`config.mk`:
```
export PLATFORM = sky130hd
export DESIGN_NAME = health_anim_sequencer
export DESIGN_NICKNAME = d
export VERILOG_FILES = /design/src/rtl/health_anim_sequencer.sv
export SDC_FILE = /design/constraint.sdc
export NUM_CORES = 1
export LEC_CHECK = 0
export ABC_AREA = 1
export ABC_CLOCK_PERIOD_IN_PS = 1850
export CAP_MARGIN = 20
export CORE_MARGIN = 10
export CORE_UTILIZATION = 45
export DETAILED_ROUTE_END_ITERATION = 10
export DONT_BUFFER_PORTS = 1
export SLEW_MARGIN = 10
export SYNTH_ARGS = -nofsm -noshare
export SYNTH_HDL_FRONTEND = slang
export SYNTH_SLANG_ARGS = --single-unit
```
`constraint.sdc`:
```
create_clock -name vgaclk -period 1.85 [get_ports vgaclk]
set_clock_uncertainty 0.05 [all_clocks]
set_input_delay 0.37 -clock vgaclk [delete_from_list [all_inputs] [get_ports vgaclk]]
set_output_delay 0.37 -clock vgaclk [all_outputs]
set_load 0.005 [all_outputs]
```
`src/rtl/health_anim_sequencer.sv`:
```
// Battle animation sequencer: attacker lunge, defender shake, then health-bar drain.
// Optional macro HEALTH_DRAIN_EN enables the frame-stepped drain; otherwise health tracks the clamped target.
module health_anim_sequencer #(
    parameter int         LUNGE_FRAMES = 8,
    parameter logic [9:0] LUNGE_PIX    = 10'd12,
    parameter int         SHAKE_FRAMES = 16,
    parameter logic [9:0] SHAKE_PIX    = 10'd4,
    parameter int         FRAME_DIV    = 2
) (
    input  logic       vgaclk,
    input  logic       reset_n,
    input  logic       frame_start,
    input  logic       animation_cmd_async,
    input  logic [6:0] target_health1,
    input  logic [6:0] target_health2,
    input  logic       p1_turn,
    input  logic       p2_turn,
    output logic [6:0] disp_health1,
    output logic [6:0] disp_health2,
    output logic [9:0] sprite1_xoff,
    output logic [9:0] sprite2_xoff,
    output logic       busy,
    output logic       anim_done
);

    typedef enum logic [2:0] {S_IDLE, S_ATTACK, S_SHAKE, S_DRAIN, S_DONE} state_t;

    localparam int CNT_MAX = (LUNGE_FRAMES > SHAKE_FRAMES) ? LUNGE_FRAMES : SHAKE_FRAMES;
    localparam int CNT_W   = $clog2(CNT_MAX + 1);

    state_t           state_q, state_d;
    logic [CNT_W-1:0] cnt_q, cnt_d;
    logic             sync1_q, sync1_d, sync2_q, sync2_d, sync3_q, sync3_d;
    logic             trig_q, trig_d;
    logic             atk_p1_q, atk_p1_d;
    logic [6:0]       disp_health1_q, disp_health1_d, disp_health2_q, disp_health2_d;
    logic [9:0]       sprite1_xoff_q, sprite1_xoff_d, sprite2_xoff_q, sprite2_xoff_d;
    logic             busy_q, busy_d, anim_done_q, anim_done_d;
    logic [6:0]       tgt1, tgt2;

`ifdef HEALTH_DRAIN_EN
    localparam int DIV_W = $clog2(FRAME_DIV + 1);
    logic [DIV_W-1:0] div_q, div_d;
    logic             match, drain_run;

    function automatic logic [6:0] step_toward(input logic [6:0] cur, input logic [6:0] tgt);
        if (cur < tgt)      return cur + 7'd1;
        else if (cur > tgt) return cur - 7'd1;
        else                return cur;
    endfunction
`endif

    always_comb begin
        tgt1 = (target_health1 > 7'd100) ? 7'd100 : target_health1;
        tgt2 = (target_health2 > 7'd100) ? 7'd100 : target_health2;

        sync1_d     = animation_cmd_async;
        sync2_d     = sync1_q;
        sync3_d     = sync2_q;
        trig_d      = sync2_q & ~sync3_q;
        state_d     = state_q;
        cnt_d       = cnt_q;
        atk_p1_d    = atk_p1_q;
        anim_done_d = 1'b0;
`ifdef HEALTH_DRAIN_EN
        match = (disp_health1_q == tgt1) && (disp_health2_q == tgt2);
`endif

        case (state_q)
            S_IDLE: begin
                // A trigger coinciding with frame_start enters ATTACK without counting that frame.
                if (trig_q && (p1_turn || p2_turn)) begin
                    state_d  = S_ATTACK;
                    cnt_d    = '0;
                    atk_p1_d = p1_turn;
                end
            end
            S_ATTACK: begin
                if (frame_start) begin
                    if (cnt_q == CNT_W'(LUNGE_FRAMES - 1)) begin
                        state_d = S_SHAKE;
                        cnt_d   = '0;
                    end else begin
                        cnt_d = cnt_q + CNT_W'(1);
                    end
                end
            end
            S_SHAKE: begin
                if (frame_start) begin
                    if (cnt_q == CNT_W'(SHAKE_FRAMES - 1)) begin
                        state_d = S_DRAIN;
                        cnt_d   = '0;
                    end else begin
                        cnt_d = cnt_q + CNT_W'(1);
                    end
                end
            end
            S_DRAIN: begin
`ifdef HEALTH_DRAIN_EN
                if (frame_start && match) state_d = S_DONE;
`else
                if (frame_start) state_d = S_DONE;
`endif
            end
            S_DONE: begin
                state_d     = S_IDLE;
                anim_done_d = 1'b1;
            end
            default: state_d = S_IDLE;
        endcase

`ifdef HEALTH_DRAIN_EN
        // Engine runs only while resting in IDLE or DRAIN; it is paused on any transition.
        drain_run      = ((state_q == S_IDLE) && (state_d == S_IDLE)) ||
                         ((state_q == S_DRAIN) && (state_d == S_DRAIN));
        div_d          = div_q;
        disp_health1_d = disp_health1_q;
        disp_health2_d = disp_health2_q;
        if ((state_q == S_SHAKE) && (state_d == S_DRAIN)) begin
            div_d = '0;
        end else if (drain_run && frame_start) begin
            if (div_q == DIV_W'(FRAME_DIV - 1)) begin
                div_d          = '0;
                disp_health1_d = step_toward(disp_health1_q, tgt1);
                disp_health2_d = step_toward(disp_health2_q, tgt2);
            end else begin
                div_d = div_q + DIV_W'(1);
            end
        end
`else
        disp_health1_d = tgt1;
        disp_health2_d = tgt2;
`endif

        busy_d         = (state_d != S_IDLE);
        sprite1_xoff_d = '0;
        sprite2_xoff_d = '0;
        if (state_d == S_ATTACK) begin
            if (atk_p1_d) sprite1_xoff_d = LUNGE_PIX;
            else          sprite2_xoff_d = ~LUNGE_PIX + 10'd1;
        end else if (state_d == S_SHAKE) begin
            if (atk_p1_d) sprite2_xoff_d = cnt_d[0] ? (~SHAKE_PIX + 10'd1) : SHAKE_PIX;
            else          sprite1_xoff_d = cnt_d[0] ? (~SHAKE_PIX + 10'd1) : SHAKE_PIX;
        end
    end

    always_ff @(posedge vgaclk or negedge reset_n) begin
        if (!reset_n) begin
            state_q        <= S_IDLE;
            cnt_q          <= '0;
            sync1_q        <= 1'b0;
            sync2_q        <= 1'b0;
            sync3_q        <= 1'b0;
            trig_q         <= 1'b0;
            atk_p1_q       <= 1'b0;
            disp_health1_q <= 7'd100;
            disp_health2_q <= 7'd100;
            sprite1_xoff_q <= '0;
            sprite2_xoff_q <= '0;
            busy_q         <= 1'b0;
            anim_done_q    <= 1'b0;
`ifdef HEALTH_DRAIN_EN
            div_q          <= '0;
`endif
        end else begin
            state_q        <= state_d;
            cnt_q          <= cnt_d;
            sync1_q        <= sync1_d;
            sync2_q        <= sync2_d;
            sync3_q        <= sync3_d;
            trig_q         <= trig_d;
            atk_p1_q       <= atk_p1_d;
            disp_health1_q <= disp_health1_d;
            disp_health2_q <= disp_health2_d;
            sprite1_xoff_q <= sprite1_xoff_d;
            sprite2_xoff_q <= sprite2_xoff_d;
            busy_q         <= busy_d;
            anim_done_q    <= anim_done_d;
`ifdef HEALTH_DRAIN_EN
            div_q          <= div_d;
`endif
        end
    end

    assign disp_health1 = disp_health1_q;
    assign disp_health2 = disp_health2_q;
    assign sprite1_xoff = sprite1_xoff_q;
    assign sprite2_xoff = sprite2_xoff_q;
    assign busy         = busy_q;
    assign anim_done    = anim_done_q;

endmodule
```
==> flow_summary.json, run 1 <==
{
  "post_drt_wl_per_cell_um": 13.2,
  "synth_most_common_cell": "nand2_1",
  "die_w_um": 80.1,
  "synthCells": 179,
  "ir_worst_vdd_mv": 0.502,
  "gp_congestion": 0.791,
  "status": "completed",
  "min_period_ns": 1.71,
  "worstPathRequired_ns": 2.08,
  "fin_nets": 202,
  "crit_type": "reg2reg",
  "htreeDepth": 2,
  "ys_top_cells_by_count": "nand2_1 (30), dfrtp_1 (29), inv_1 (24), nor2_1 (20), buf_4 (14)",
  "ys_seq_area_share_pct": 54.3,
  "cts_num_sinks": 35,
  "critical_path_arrival_ns": 1.94,
  "synthTopCellsByArea": "dfrtp_1 (45%), dfstp_2 (9.7%), nand2_1 (6.9%)",
  "synth_flop_cell": "dfrtp_1",
  "stdcell_area_um2": 1720,
  "clk_pin_slew_ns": 0.10,
  "rsz0062_at_grt": "false",
  "crit_fanout": 4,
  "core_area_um2": 3420,
  "yosysWarnings": 0,
  "worst_setup_path_end_kind": "flop",
  "netlist_area_um2": 1630,
  "dr.pass1.iters": 4,
  "root_buffer": "clkbuf_4",
  "ant_nets": 0,
  "num_antenna_cells": 0,
  "power.density_nw_per_um2": 1150,
  "num_vias": 1075,
  "ys_seq_elements": 35,
  "core.rowCount": 21,
  "met3_usage_pct": 6.46,
  "die_h_um": 80.1,
  "timing.final.crit_share_pct": 92.3,
  "ys_async_sr_fraction_pct": 100,
  "place_area_um2": 1570,
  "drive_gt1_share_pct": 21.2,
  "grt_pass1_vias": 1107,
  "layout_setup_ws_ns": 0.143,
  "synth_edf_count": 0,
  "drv_cap": 0,
  "clock_latency_ns": 0.33,
  "drcViolationCount": 0,
  "cts_tree": "built",
  "grt_pass1_wl_mm": 4.94,
  "dp_slack_ns": 0.0877,
  "slew_viol_final": 0,
  "setup_tns_ns": 0,
  "grt_use_met1_pct": 10.3,
  "met2_usage_pct": 15.3,
  "grt_util_all_layers_pct": 9.79,
  "finalHoldViolCount": 0,
  "hold_class": "in2reg",
  "grt_max_degree": 36,
  "dieArea_um2": 6420,
  "synth_top_area_cell": "dfrtp_1",
  "p_leak_nw": 0.852,
  "drt-initial-drc-count": 59,
  "hpwl_mm": 2.25,
  "initial_utilization_pct": 47.7,
  "cts_max_path_buffers": 2,
  "top_usage_layer": "met2",
  "setup_viol": 0,
  "io_buffers": 0,
  "wirelength_mm": 2.98,
  "antenna_found_initial": 0,
  "cts_buffers": 5,
  "start_kind": "flop",
  "netlist.area_leader.share_pct": 44.6,
  "vias_per_cell": 4.78,
  "avgSynthCellArea_um2": 9.09,
  "syn_to_final_growth_pct": 5.53,
  "ys_types": 28,
  "fmax_ghz": 0.586,
  "grt_overflow": 0,
  "pin_count": 56
}
## repair_timing
item	CTS	global route
endpoints found under the setup margin	0	5
gates resized for setup	0	1
hold buffers	7	0
endpoints found under the hold margin	40	0
setup buffers	0	2
## worst max-delay path, cell delays in order (launching register included)
cell and delay (ns):
dfrtp_1 0.39, ha_1 0.21, nand2_1 0.11, nor2_2 0.05
ha_1 0.20, nand2_1 0.07, inv_1 0.04, nand2_1 0.06
nand2_1 0.08, nor2_4 0.11, nand2_2 0.09, nor2_2 0.08
nand2_1 0.06, nand2_1 0.06
## final timing paths
| path | end | cells after the start | from | slack (ns) |
|---|---|---|---|---|
| worst max-delay path | sprite1_xoff[3]$_DFF_PN0_ | 13 | cnt_q[0]$_DFF_PN0_ | 0.14 |
| worst min-delay path | disp_health2[1]$_DFF_PN0_ | 2 | target_health2[1] | 0.08 |
| worst max register to register | sprite1_xoff[3]$_DFF_PN0_ | 13 | cnt_q[0]$_DFF_PN0_ | 0.14 |
| worst min register to register | sync2_q$_DFF_PN0_ | 0 | sync1_q$_DFF_PN0_ | 0.31 |
| max in group asynchronous | disp_health1[6]$_DFF_PN1_ | 2 | reset_n | 1.07 |
| min in group asynchronous | state_q[2]$_DFF_PN0_ | 2 | reset_n | 0.41 |
## logic make-up after synthesis
kind of cell / after synthesis / share of synthesized area, %
AND/OR/NAND/NOR: 73 / 21.3
other: 1 / 0.230
AO/OA/AOI/OAI: 17 / 7.07
adder cells (fa/ha/maj): 3 / 2.31
buffers and inverters: 50 / 14.8
flip-flops: 35 / 54.3
## layer usage
metal | vias up | share of wire [%]
li1 | 525 | -
met1 | 505 | 39
met2 | 40 | 48
met3 | 5 | 12
met4 | 0 | 1.2
met5 | - | 0
## final cells by class
type	instances	area, um^2
clock inverters	1	7.51
clock buffers	6	41.3
flip-flops and latches	35	883
fillers	331	1700
multi-input cells	97	517
inverters	31	116
well taps	46	57.6
repair buffers	9	95.1
## layout by cell type (no fill, tap or decap), types with 2 or more instances in the layout
master	Yosys	routed
nand2_1	30	30
dfrtp_1	29	29
inv_1	24	24
nor2_1	20	19
nand3_1	7	7
inv_2	6	6
o21ai_0	6	6
dfstp_2	6	6
dlygate4sd3_1	0	6
clkbuf_4	0	5
nand2_2	4	4
nor2_2	3	4
conb_1	1	4
nand4_1	3	3
ha_1	3	3
o21ai_2	2	2
nor3_4	2	2
o21ai_1	2	2
a31oi_1	2	2
or2_2	2	2
o211ai_1	2	2
buf_4	14	2
## state kept, by name, summed over array words and instances, names as in the netlist
| register | flops |
|---|---|
| sync2_q | 1 |
| cnt_q | 5 |
| sync1_q | 1 |
| atk_p1_q | 1 |
| state_q | 3 |
| disp_health1 | 7 |
| trig_q | 1 |
| anim_done | 1 |
| sync3_q | 1 |
| sprite1_xoff | 3 |
| busy | 1 |
| disp_health2 | 7 |
| sprite2_xoff | 3 |
## through the flow
step	instances	hold slack, ns	power (mW)	utilization [%]
after floorplan	182	0.0244	1.49	-
after global placement	209	0.0259	1.53	46.0
after detailed placement	209	0.0260	1.55	46.0
after CTS	223	0.0687	1.96	49.8
after global routing	225	0.0554	2.12	50.3
final	225	0.0803	1.97	50.3
## power by group
group | leakage (nW) | internal, mW | switching (mW)
logic | 0.401 | 0.208 | 0.370
registers | 0.426 | 0.902 | 0.107
clock network | 0.0243 | 0.142 | 0.239
Note: power is estimated with default switching activity, not from simulation.
==> run 2, diff against run 1 <==
==> constraint.sdc (replaced) <==
create_clock -name vgaclk -period 1.85 [get_ports vgaclk]
set_clock_uncertainty 0.05 [all_clocks]
set_input_delay 0.37 -clock vgaclk [delete_from_list [all_inputs] [get_ports vgaclk]]
set_output_delay 0.37 -clock vgaclk [all_outputs]
set_load 0.02 [all_outputs]
==> run 2 against run 1 <==
  * Sequential power grew 5%
  * Die area unchanged
  * Routed wire length down 2.7%
  * Register-to-register slack gained 0.03 ns
  * Non-clock buffer count increased by 2
  * Design area increased by 1.1%
  * Via count grew 0.65%
  * Worst setup slack better by 0.028 ns
  * Global-route usage is 0.17 points lower
  * Critical path type unchanged
==> flow_summary.json, run 2 (same netlist as run 1, synthesis figures left out) <==
{
  "die_w_um": 80.1,
  "drt-initial-drc-count": 53,
  "grt_pass1_wl_mm": 4.89,
  "htreeDepth": 2,
  "fillers": 324,
  "seqPwrFrac_pct": 50.1,
  "clock_latency_ns": 0.32,
  "critical_path_arrival_ns": 1.85,
  "antenna_found_initial": 0,
  "hold_class": "in2reg",
  "worstPathRequired_ns": 2.02,
  "grt_util_all_layers_pct": 9.63,
  "ir_worst_vdd_mv": 0.562,
  "pin_count": 56,
  "power.density_nw_per_um2": 1220,
  "slew_viol_final": 0,
  "mostFrequentLayoutCells": "nand2_1 (30), dfrtp_1 (29), inv_1 (24)",
  "finalPower_mw": 2.12,
  "ant_nets": 0,
  "p_sw_share_pct": 40.0,
  "clock_power_share_pct": 18.5,
  "rsz0062_at_grt": "false",
  "io_buffers": 0,
  "root_buffer": "clkbuf_4",
  "intPower_mw": 1.27,
  "setup_tns_ns": 0,
  "fmax_ghz": 0.595,
  "core_area_um2": 3420,
  "setup_viol": 0,
  "finalHoldViolCount": 0,
  "hpwl_mm": 2.25,
  "drive_gt1_share_pct": 22.0,
  "cts_max_path_buffers": 2,
  "grt_overflow": 0,
  "num_vias": 1082,
  "start_kind": "flop",
  "crit_fanout": 4,
  "core.rowCount": 21,
  "post_drt_wl_per_cell_um": 12.7,
  "crit_type": "reg2reg",
  "timing.final.crit_share_pct": 90.8,
  "cts_num_sinks": 35,
  "p_comb_share_pct": 31.4,
  "cts_tree": "built",
  "p_leak_nw": 0.861,
  "dieArea_um2": 6420,
  "gp_congestion": 0.794,
  "drv_cap": 0,
  "status": "completed",
  "grt_max_degree": 36,
  "drcViolationCount": 0,
  "initial_utilization_pct": 47.7,
  "grt_pass1_vias": 1090,
  "min_period_ns": 1.68,
  "num_antenna_cells": 0,
  "syn_to_final_growth_pct": 6.69,
  "mostFrequentLayoutCell": "nand2_1",
  "clk_pin_slew_ns": 0.11,
  "vias_per_cell": 4.75,
  "dr.pass1.iters": 4,
  "fin_nets": 204,
  "wirelength_mm": 2.90,
  "die_h_um": 80.1,
  "worst_setup_path_end_kind": "flop",
  "p_sw_uw": 847,
  "cts_buffers": 5
}
## run 2: cell types whose count changed in the layout (fill, tap and decap cells not counted), sizes merged
| cell | before | now |
|---|---|---|
| buf | 3 | 5 |
| clkbuf | 6 | 7 |
## run 2: final timing paths
path,endpoint,startpoint,slack [ns],cells past startpoint
max reg2reg,sprite2_xoff[8]$_DFF_PN0_,cnt_q[1]$_DFFE_PN0P_,0.17,13
max,sprite2_xoff[8]$_DFF_PN0_,cnt_q[1]$_DFFE_PN0P_,0.17,13
min,disp_health1[1]$_DFF_PN0_,target_health1[1],0.09,2
min in group asynchronous,anim_done$_DFF_PN0_,reset_n,0.42,2
min reg2reg,sync2_q$_DFF_PN0_,sync1_q$_DFF_PN0_,0.31,0
max in group asynchronous,disp_health2[2]$_DFF_PN1_,reset_n,1.07,2
## run 2: repair_timing
item                       in CTS  in global routing
gates resized for setup         0                  1
hold endpoints to repair       40                  0
setup buffers                   0                  2
hold buffers                    7                  0
setup endpoints to repair       0                  5
## run 2: routing by layer
| metal | part of all wire (%) | vias to the layer above | track usage [%] | wire length (um) |
|---|---|---|---|---|
| li1 | - | 533 | - | - |
| met1 | 40 | 501 | 10.5 | 1150 |
| met2 | 47 | 46 | 14.8 | 1370 |
| met3 | 13 | 2 | 6.57 | 363 |
| met4 | 0.59 | 0 | 2.64 | 17 |
| met5 | 0 | - | 0 | 0 |
## run 2: power by group through the flow
stage                     clock network, mW  registers [mW]  logic [mW]
final                                 0.392            1.06       0.666
after CTS                             0.404            1.07       0.635
after detailed placement                  0            1.09       0.604
after global routing                  0.446            1.08       0.757
after floorplan                           0            1.08       0.545
after global placement                    0            1.08       0.590
## run 2: area by class of cell
class                      instances  area [um^2]  share of cell area (%)
inverter                          31          116                    6.70
tap                               46         57.6                    3.31
sequential                        35          883                    50.9
multi-input combinational         97          517                    29.8
timing repair buffer              11          110                    6.34
clock buffer                       7         45.0                    2.59
clock inverter                     1         7.51                   0.432
## run 2: metrics by stage
step                      setup WS, ns  cells  util, %  hold WS, ns  area [um^2]
final                            0.171    228     50.8       0.0933         1740
after global placement           0.163    211     46.4       0.0260         1590
after detailed placement        0.0950    211     46.4       0.0260         1590
after global routing         0.0000566    228     50.8       0.0582         1740
after floorplan                  0.241    182        -       0.0244         1640
after CTS                       0.0689    226     50.3       0.0779         1720
## run 2: critical path: stages, from the launching register on
cell and delay (ns):
dfrtp_1 0.37, ha_2 0.18, nand2_1 0.07, nor2_1 0.14
ha_1 0.21, nand2_1 0.06, inv_1 0.04, nand2_1 0.04
nand2_1 0.11, nor2_4 0.05, nand2_2 0.09, nor2_2 0.04
nand2_1 0.07, nand2_1 0.05
